<file path="src/rtl/chaos_pkg.sv">
// rtl/chaos_pkg.sv - mode codes, FSM states and saturating add/sub for the chaos Euler core
package chaos_pkg;
    localparam logic MODE_LORENZ  = 1'b0;
    localparam logic MODE_ROSSLER = 1'b1;
    localparam int   Q_W          = 32;
    localparam int   Q_FRAC       = 20;
    localparam int   ACC_W        = 64;

    typedef enum logic [2:0] {
        ST_IDLE,
        ST_M0,
        ST_M1,
        ST_M2,
        ST_M3,
        ST_UPD
    } state_e;

    typedef struct packed {
        logic                    ovf;
        logic signed [ACC_W-1:0] val;
    } sat_t;

    // Operands arrive sign-extended to ACC_W; the result is clamped to a w-bit signed range.
    function automatic sat_t sat_to(input logic signed [ACC_W-1:0] v, input int w);
        logic signed [ACC_W-1:0] hi;
        logic signed [ACC_W-1:0] lo;
        sat_t r;
        hi    = (64'sd1 <<< (w - 1)) - 64'sd1;
        lo    = -hi - 64'sd1;
        r.ovf = 1'b0;
        r.val = v;
        if (v > hi) begin
            r.ovf = 1'b1;
            r.val = hi;
        end else if (v < lo) begin
            r.ovf = 1'b1;
            r.val = lo;
        end
        return r;
    endfunction

    function automatic sat_t sat_add(input logic signed [ACC_W-1:0] a,
                                     input logic signed [ACC_W-1:0] b, input int w);
        return sat_to(a + b, w);
    endfunction

    function automatic sat_t sat_sub(input logic signed [ACC_W-1:0] a,
                                     input logic signed [ACC_W-1:0] b, input int w);
        return sat_to(a - b, w);
    endfunction
endpackage

</file>
<file path="src/rtl/fixed_mult_sat.sv">
// rtl/fixed_mult_sat.sv - signed WxW fixed-point multiply, floor shift by FRAC, saturate to W
module fixed_mult_sat #(
    parameter int W    = 32,
    parameter int FRAC = 20
) (
    input  logic signed [W-1:0] a_i,
    input  logic signed [W-1:0] b_i,
    output logic signed [W-1:0] p_o,
    output logic                ovf_o
);
    logic signed [2*W-1:0] a_ext;
    logic signed [2*W-1:0] b_ext;
    logic signed [2*W-1:0] prod;
    logic signed [2*W-1:0] shifted;
    logic        [W:0]     top_bits;

    always_comb begin
        a_ext    = {{W{a_i[W-1]}}, a_i};
        b_ext    = {{W{b_i[W-1]}}, b_i};
        prod     = a_ext * b_ext;
        shifted  = prod >>> FRAC;
        // The shifted product fits in W bits only if its top W+1 bits are all sign copies.
        top_bits = shifted[2*W-1:W-1];
        ovf_o    = !((&top_bits) || !(|top_bits));
        if (!ovf_o) begin
            p_o = shifted[W-1:0];
        end else if (shifted[2*W-1]) begin
            p_o = {1'b1, {(W-1){1'b0}}};
        end else begin
            p_o = {1'b0, {(W-1){1'b1}}};
        end
    end
endmodule

</file>
<file path="src/rtl/chaos_euler_core.sv">
// rtl/chaos_euler_core.sv - Euler integrator for Lorenz/Rossler attractors with one shared multiplier
module chaos_euler_core
    import chaos_pkg::*;
#(
    parameter int           W        = 32,
    parameter int           FRAC     = 20,
    parameter int           DT_SHIFT = 8,
    parameter int           DAC_W    = 16,
    parameter logic [W-1:0] X0       = {{(W-1){1'b0}}, 1'b1} << FRAC,
    parameter logic [W-1:0] Y0       = {{(W-1){1'b0}}, 1'b1} << FRAC,
    parameter logic [W-1:0] Z0       = {{(W-1){1'b0}}, 1'b1} << FRAC
) (
    input  logic                clk,
    input  logic                rst_n,
    input  logic                init_i,
    input  logic                mode_i,
    input  logic                step_req_i,
    input  logic signed [W-1:0] sigma_i,
    input  logic signed [W-1:0] rho_i,
    input  logic signed [W-1:0] beta_i,
    output logic                busy_o,
    output logic                step_done_o,
    output logic                ovf_o,
    output logic signed [W-1:0] x_o,
    output logic signed [W-1:0] y_o,
    output logic signed [W-1:0] z_o,
    output logic [DAC_W-1:0]    dac_x_o,
    output logic [DAC_W-1:0]    dac_y_o,
    output logic [DAC_W-1:0]    dac_z_o
);
    function automatic logic signed [ACC_W-1:0] ext(input logic [W-1:0] v);
        return {{(ACC_W-W){v[W-1]}}, v};
    endfunction

    function automatic logic [DAC_W-1:0] dac_code(input logic [W-1:0] s);
        return {~s[W-1], s[W-2 -: DAC_W-1]};
    endfunction

    state_e              state_q, state_d;
    logic                mode_q, mode_d;
    logic signed [W-1:0] sig_q, sig_d, rho_q, rho_d, beta_q, beta_d;
    logic signed [W-1:0] x_q, x_d, y_q, y_d, z_q, z_d;
    logic signed [W-1:0] p0_q, p0_d, p1_q, p1_d, p2_q, p2_d, p3_q, p3_d;
    logic                step_ovf_q, step_ovf_d;
    logic                done_q, done_d;
    logic                ovf_q, ovf_d;
    logic [DAC_W-1:0]    dac_x_q, dac_x_d, dac_y_q, dac_y_d, dac_z_q, dac_z_d;

    logic signed [W-1:0] mul_a, mul_b, mul_p;
    logic                mul_ovf;
    sat_t                op_s, neg_y, dx, dy, dz, nx, ny, nz;
    logic                upd_ovf;

    fixed_mult_sat #(.W(W), .FRAC(FRAC)) u_mult (
        .a_i   (mul_a),
        .b_i   (mul_b),
        .p_o   (mul_p),
        .ovf_o (mul_ovf)
    );

    // Operand selection for the single multiplier, one product per FSM cycle.
    always_comb begin
        mul_a = '0;
        mul_b = '0;
        op_s  = '0;
        case (state_q)
            ST_M0: begin
                mul_a = sig_q;
                if (mode_q == MODE_LORENZ) begin
                    op_s  = sat_sub(ext(y_q), ext(x_q), W);
                    mul_b = op_s.val[W-1:0];
                end else begin
                    mul_b = y_q;
                end
            end
            ST_M1: begin
                if (mode_q == MODE_LORENZ) begin
                    op_s  = sat_sub(ext(rho_q), ext(z_q), W);
                    mul_a = x_q;
                end else begin
                    op_s  = sat_sub(ext(x_q), ext(rho_q), W);
                    mul_a = z_q;
                end
                mul_b = op_s.val[W-1:0];
            end
            ST_M2: begin
                mul_a = x_q;
                mul_b = y_q;
            end
            ST_M3: begin
                mul_a = beta_q;
                mul_b = z_q;
            end
            default: ;
        endcase
    end

    always_comb begin
        neg_y = sat_sub('0, ext(y_q), W);
        if (mode_q == MODE_LORENZ) begin
            dx.ovf = 1'b0;
            dx.val = ext(p0_q);
            dy     = sat_sub(ext(p1_q), ext(y_q), W);
            dz     = sat_sub(ext(p2_q), ext(p3_q), W);
        end else begin
            dx     = sat_sub(neg_y.val, ext(z_q), W);
            dx.ovf = dx.ovf | neg_y.ovf;
            dy     = sat_add(ext(x_q), ext(p0_q), W);
            dz     = sat_add(ext(beta_q), ext(p1_q), W);
        end
        nx      = sat_add(ext(x_q), $signed(dx.val) >>> DT_SHIFT, W);
        ny      = sat_add(ext(y_q), $signed(dy.val) >>> DT_SHIFT, W);
        nz      = sat_add(ext(z_q), $signed(dz.val) >>> DT_SHIFT, W);
        upd_ovf = dx.ovf | dy.ovf | dz.ovf | nx.ovf | ny.ovf | nz.ovf;
    end

    always_comb begin
        state_d    = state_q;
        mode_d     = mode_q;
        sig_d      = sig_q;
        rho_d      = rho_q;
        beta_d     = beta_q;
        x_d        = x_q;
        y_d        = y_q;
        z_d        = z_q;
        p0_d       = p0_q;
        p1_d       = p1_q;
        p2_d       = p2_q;
        p3_d       = p3_q;
        step_ovf_d = step_ovf_q;
        done_d     = 1'b0;
        ovf_d      = ovf_q;
        if (init_i) begin
            state_d = ST_IDLE;
            x_d     = X0;
            y_d     = Y0;
            z_d     = Z0;
            ovf_d   = 1'b0;
        end else begin
            case (state_q)
                ST_IDLE: begin
                    if (step_req_i) begin
                        state_d    = ST_M0;
                        mode_d     = mode_i;
                        sig_d      = sigma_i;
                        rho_d      = rho_i;
                        beta_d     = beta_i;
                        step_ovf_d = 1'b0;
                    end
                end
                ST_M0: begin
                    p0_d       = mul_p;
                    step_ovf_d = step_ovf_q | op_s.ovf | mul_ovf;
                    state_d    = ST_M1;
                end
                ST_M1: begin
                    p1_d       = mul_p;
                    step_ovf_d = step_ovf_q | op_s.ovf | mul_ovf;
                    state_d    = (mode_q == MODE_LORENZ) ? ST_M2 : ST_UPD;
                end
                ST_M2: begin
                    p2_d       = mul_p;
                    step_ovf_d = step_ovf_q | mul_ovf;
                    state_d    = ST_M3;
                end
                ST_M3: begin
                    p3_d       = mul_p;
                    step_ovf_d = step_ovf_q | mul_ovf;
                    state_d    = ST_UPD;
                end
                ST_UPD: begin
                    // Overflow becomes visible together with the state it affected.
                    x_d     = nx.val[W-1:0];
                    y_d     = ny.val[W-1:0];
                    z_d     = nz.val[W-1:0];
                    ovf_d   = ovf_q | step_ovf_q | upd_ovf;
                    done_d  = 1'b1;
                    state_d = ST_IDLE;
                end
                default: state_d = ST_IDLE;
            endcase
        end
    end

    assign dac_x_d = dac_code(x_d);
    assign dac_y_d = dac_code(y_d);
    assign dac_z_d = dac_code(z_d);

    always_ff @(posedge clk or negedge rst_n) begin
        if (!rst_n) begin
            state_q    <= ST_IDLE;
            mode_q     <= MODE_LORENZ;
            sig_q      <= '0;
            rho_q      <= '0;
            beta_q     <= '0;
            x_q        <= X0;
            y_q        <= Y0;
            z_q        <= Z0;
            p0_q       <= '0;
            p1_q       <= '0;
            p2_q       <= '0;
            p3_q       <= '0;
            step_ovf_q <= 1'b0;
            done_q     <= 1'b0;
            ovf_q      <= 1'b0;
            dac_x_q    <= dac_code(X0);
            dac_y_q    <= dac_code(Y0);
            dac_z_q    <= dac_code(Z0);
        end else begin
            state_q    <= state_d;
            mode_q     <= mode_d;
            sig_q      <= sig_d;
            rho_q      <= rho_d;
            beta_q     <= beta_d;
            x_q        <= x_d;
            y_q        <= y_d;
            z_q        <= z_d;
            p0_q       <= p0_d;
            p1_q       <= p1_d;
            p2_q       <= p2_d;
            p3_q       <= p3_d;
            step_ovf_q <= step_ovf_d;
            done_q     <= done_d;
            ovf_q      <= ovf_d;
            dac_x_q    <= dac_x_d;
            dac_y_q    <= dac_y_d;
            dac_z_q    <= dac_z_d;
        end
    end

    assign busy_o      = (state_q != ST_IDLE);
    assign step_done_o = done_q;
    assign ovf_o       = ovf_q;
    assign x_o         = x_q;
    assign y_o         = y_q;
    assign z_o         = z_q;
    assign dac_x_o     = dac_x_q;
    assign dac_y_o     = dac_y_q;
    assign dac_z_o     = dac_z_q;
endmodule
</file>
<file path="config.mk">
export PLATFORM = sky130hd
export DESIGN_NAME = chaos_euler_core
export DESIGN_NICKNAME = d
export VERILOG_FILES = /design/src/rtl/chaos_pkg.sv /design/src/rtl/fixed_mult_sat.sv /design/src/rtl/chaos_euler_core.sv
export SDC_FILE = /design/constraint.sdc
export NUM_CORES = 2
export LEC_CHECK = 0
export BUFFER_PORTS_ARGS = -buffer_cell sky130_fd_sc_hd__buf_4
export CORE_MARGIN = 1.5
export CORE_UTILIZATION = 56
export DETAILED_ROUTE_END_ITERATION = 16
export HOLD_SLACK_MARGIN = 0.03
export PLACE_DENSITY = 0.76
export REMOVE_ABC_BUFFERS = 1
export SYNTH_ARGS = -nofsm -noshare
export SYNTH_HDL_FRONTEND = slang
export SYNTH_HIERARCHICAL = 1
export SYNTH_SLANG_ARGS = --single-unit
</file>
<file path="constraint.sdc">
create_clock -name clk -period 32.8 [get_ports clk]
set_clock_uncertainty 0.05 [all_clocks]
set_input_delay 6.56 -clock clk [delete_from_list [all_inputs] [get_ports clk]]
set_output_delay 6.56 -clock clk [all_outputs]
set_load 0.05 [all_outputs]
</file>
==> impl_metrics.tcl <==
set metrics [dict create \
    cts_tree "yes" \
    slowest_delay_ps 950 \
    tns_ps 0 \
    cp_max_fo 32 \
    drv_slew 0 \
    min_from "sig_q[8]" \
    io_buffers 247 \
    cts_sinks 330 \
    reg2regPathDepth 43 \
    numCtsBuffers 38 \
    ys_dominant_reg_cell "dfrtp_1" \
    max-vdd-ir-drop_mv 0.1134 \
    cp-end-kind "flop" \
    tightest_slew_ps 1316 \
    viasPerCell 6.409 \
    synth.distinct_cells 117 \
    grt.total_usage_pct 40.69 \
    swShare_pct 60.10 \
    grt_max_degree 76 \
    clkPwrFrac_pct 6.6 \
    cts_setup_buffers 0 \
    regArea_mm2 0.008269 \
    power_frac_seq_pct 9.8 \
    core-area_mm2 0.1301 \
    hold-worst-slack_ps 460.8 \
    synth.most_common_cell "inv_1" \
    hold_violations 0 \
    criticalPathCategory "flop to flop" \
    p_leak_nw 37.89 \
    place_hpwl_mm 215.2 \
    multi_input_area_mm2 0.05897 \
    dieArea_mm2 0.1338 \
    grt_pass1_vias 65770 \
    syn_avg_cell_area_um2 8.622 \
    rsz0062_at_grt "no" \
    nFillCells 11610 \
    synthTopCellsByArea "fa_1 (30%), dfrtp_1 (11%), ha_1 (9.5%)" \
    die_h_um 365.8 \
    synth-edff-count 0 \
    async_flop_share_pct 100.0 \
    dr.pass1.iters 8 \
    gp_congestion 1.069 \
    clk_path_buf_depth 3 \
    area.growth.synth_to_final_pct 5.843 \
    comb_power_share_pct 83.7 \
    cap_violations 0 \
    seq_area_frac_synth_pct 11.21 \
    status "completed" \
    yosys_warnings 6 \
    setup_ws_ps 16590 \
    arrival_ps 16620 \
    fmax_ghz 0.06168 \
    hold_path_depth 1 \
    min_path_type "flop to flop" \
    htreeDepth 2 \
    drive_above_1_share_pct 9.184 \
    intPower_mw 2.882 \
    cp_slowest_cell "fa_1" \
    netlist_area_mm2 0.07373 \
    yosysTopAreaCellShare_pct 29.65 \
    power.density_mw_per_mm2 92.53 \
    r2r-start "z_o[0]" \
    start_kind "flop" \
    die_width_um 365.8 \
    critPathRequiredTime_ps 33200 \
    drc 0 \
    yosys-top-cells-count "inv_1 (1220), fa_1 (1092), nand2_1 (953), a21oi_1 (584), ha_1 (560)" \
    final_core_util_pct 59.96 \
    postRouteAntennaNets 0 \
    wl_per_cell_um 26.68 \
    cts_resized 0 \
    drt_iter0_markers 7891 \
    hold_path_end "sig_q[8]" \
    num_vias 65700 \
    nets 10230 \
    slew_headroom_pct 11.42 \
    synth_top_cell_by_area "fa_1" \
    ff2ff_setup_slack_ps 16590 \
    io_pins 248 \
    clk_pin_slew_ps 70 \
    worstSkewPairLatency_ps 610 \
    synth-seq-cells 330 \
    p_switching_mw 4.339 \
    period_needed_ps 16210 \
    finalCritPeriodShare_pct 49.43 \
    clockRootBuffer "clkbuf_16" \
    rr_endpoint "p0_q[5]" \
    start_util_pct 56.65 \
    setup_violations 0 \
    overflow 0 \
    dp_slack_ps 17160 \
    wl_mm 273.5 \
    grt_pass1_wl_mm 412.0 \
    rows 132 \
    antenna_found_initial 19 \
    ctsHoldBuffers 0 \
    synth_cells 8551 \
    crit_top_cell "fa_1" \
]
## power groups by stage
stage / combinational, mW / sequential [mW] / clock [mW]
finish: 6.04 / 0.705 / 0.474
global route: 6.54 / 0.702 / 0.491
CTS: 5.89 / 0.693 / 0.475
detailed placement: 5.84 / 0.699 / 0
global placement: 5.75 / 0.698 / 0
floorplan: 4.01 / 0.612 / 0
## cell families after synthesis
group           after synthesis  synth area share, %
simple gates               2386                15.82
compound gates             1903                17.02
buf+inv                    1698                9.186
fa+ha+maj                  1664                39.32
xor+xnor                    362                4.300
flops                       330                11.21
mux                         208                3.150
## routing by layer
layer | vias to the layer above | global-route usage, % | routed length (um)
met4 | 10 | 23.88 | 19710
met2 | 3979 | 60.53 | 116300
li1 | 28210 | - | -
met3 | 873 | 10.73 | 32390
met1 | 32630 | 53.41 | 105000
met5 | - | 0 | 69
## registers in the layout (all words and copies together), names as in the netlist, 3 cells and up
register	cells
beta_q	32
state_q	3
dac_y_o	16
z_o	17
sig_q	32
p2_q	32
p1_q	32
dac_x_o	16
x_o	17
rho_q	32
y_o	17
p0_q	32
p3_q	32
dac_z_o	16
## stage by stage
stage	total power, mW	cell area, um2	cells
floorplan	4.618	71540	8075
global placement	6.445	76710	10180
detailed placement	6.542	76710	10180
CTS	7.057	78020	10250
global route	7.729	78030	10250
finish	7.221	78040	10250
## worst max path at each step
stage / to / start / depth (start not counted)
4_1_cts: p0_q[5] / z_o[0] / 43
2_1_floorplan: p0_q[1] / x_o[1] / 40
3_5_place_dp: p0_q[5] / z_o[0] / 43
5_1_grt: p0_q[5] / z_o[0] / 43
6_report: p0_q[5] / z_o[0] / 43
3_3_place_gp: p0_q[1] / z_o[0] / 43
## critical path: cells and delay by family (launching register included)
| kind | cells | cell delay, ps |
|---|---|---|
| adder cells (fa/ha/maj) | 11 | 6100 |
| AO/OA/AOI/OAI | 14 | 4860 |
| flip-flops | 1 | 540 |
| AND/OR/NAND/NOR | 8 | 1840 |
| multiplexers | 1 | 360 |
| buffers and inverters | 9 | 2160 |
## cell usage in the layout, fill, tap and decap left out, types with 24 or more instances in the layout
cell | Yosys | routed
xnor2_1 | 246 | 246
o21ai_0 | 337 | 337
a31oi_1 | 48 | 47
o31ai_1 | 26 | 26
and2_1 | 531 | 530
nand3_1 | 112 | 111
nor2_1 | 329 | 327
a211o_1 | 24 | 24
nand2b_1 | 49 | 48
o211ai_1 | 61 | 61
fa_1 | 1092 | 1092
o21bai_1 | 69 | 67
o21a_1 | 77 | 77
or3_1 | 26 | 26
or2_2 | 27 | 27
nor4_1 | 24 | 24
a21o_1 | 203 | 202
mux2_2 | 191 | 191
xor2_1 | 116 | 116
a221o_1 | 28 | 28
a21boi_0 | 27 | 27
ha_1 | 560 | 560
a211oi_1 | 82 | 81
clkbuf_16 | 0 | 38
a21oi_1 | 584 | 584
nand4_1 | 85 | 85
nor3_1 | 79 | 77
inv_1 | 1220 | 1220
a222oi_1 | 61 | 61
nand2_1 | 953 | 940
nor2b_1 | 49 | 47
dfrtp_1 | 324 | 323
buf_4 | 58 | 358
and3_1 | 49 | 49
## area by class of cell
type                            count  area share, %
Multi-Input combinational cell   6523          75.57
Sequential cell                   330          10.60
Inverter                         1222          5.878
Timing Repair Buffer              359          3.463
Tap cell                         1742          2.793
Clock buffer                       42          1.276
Clock inverter                     28         0.4057
Antenna cell                        5        0.01603
No activity file was read; power rests on OpenSTA's default activity.
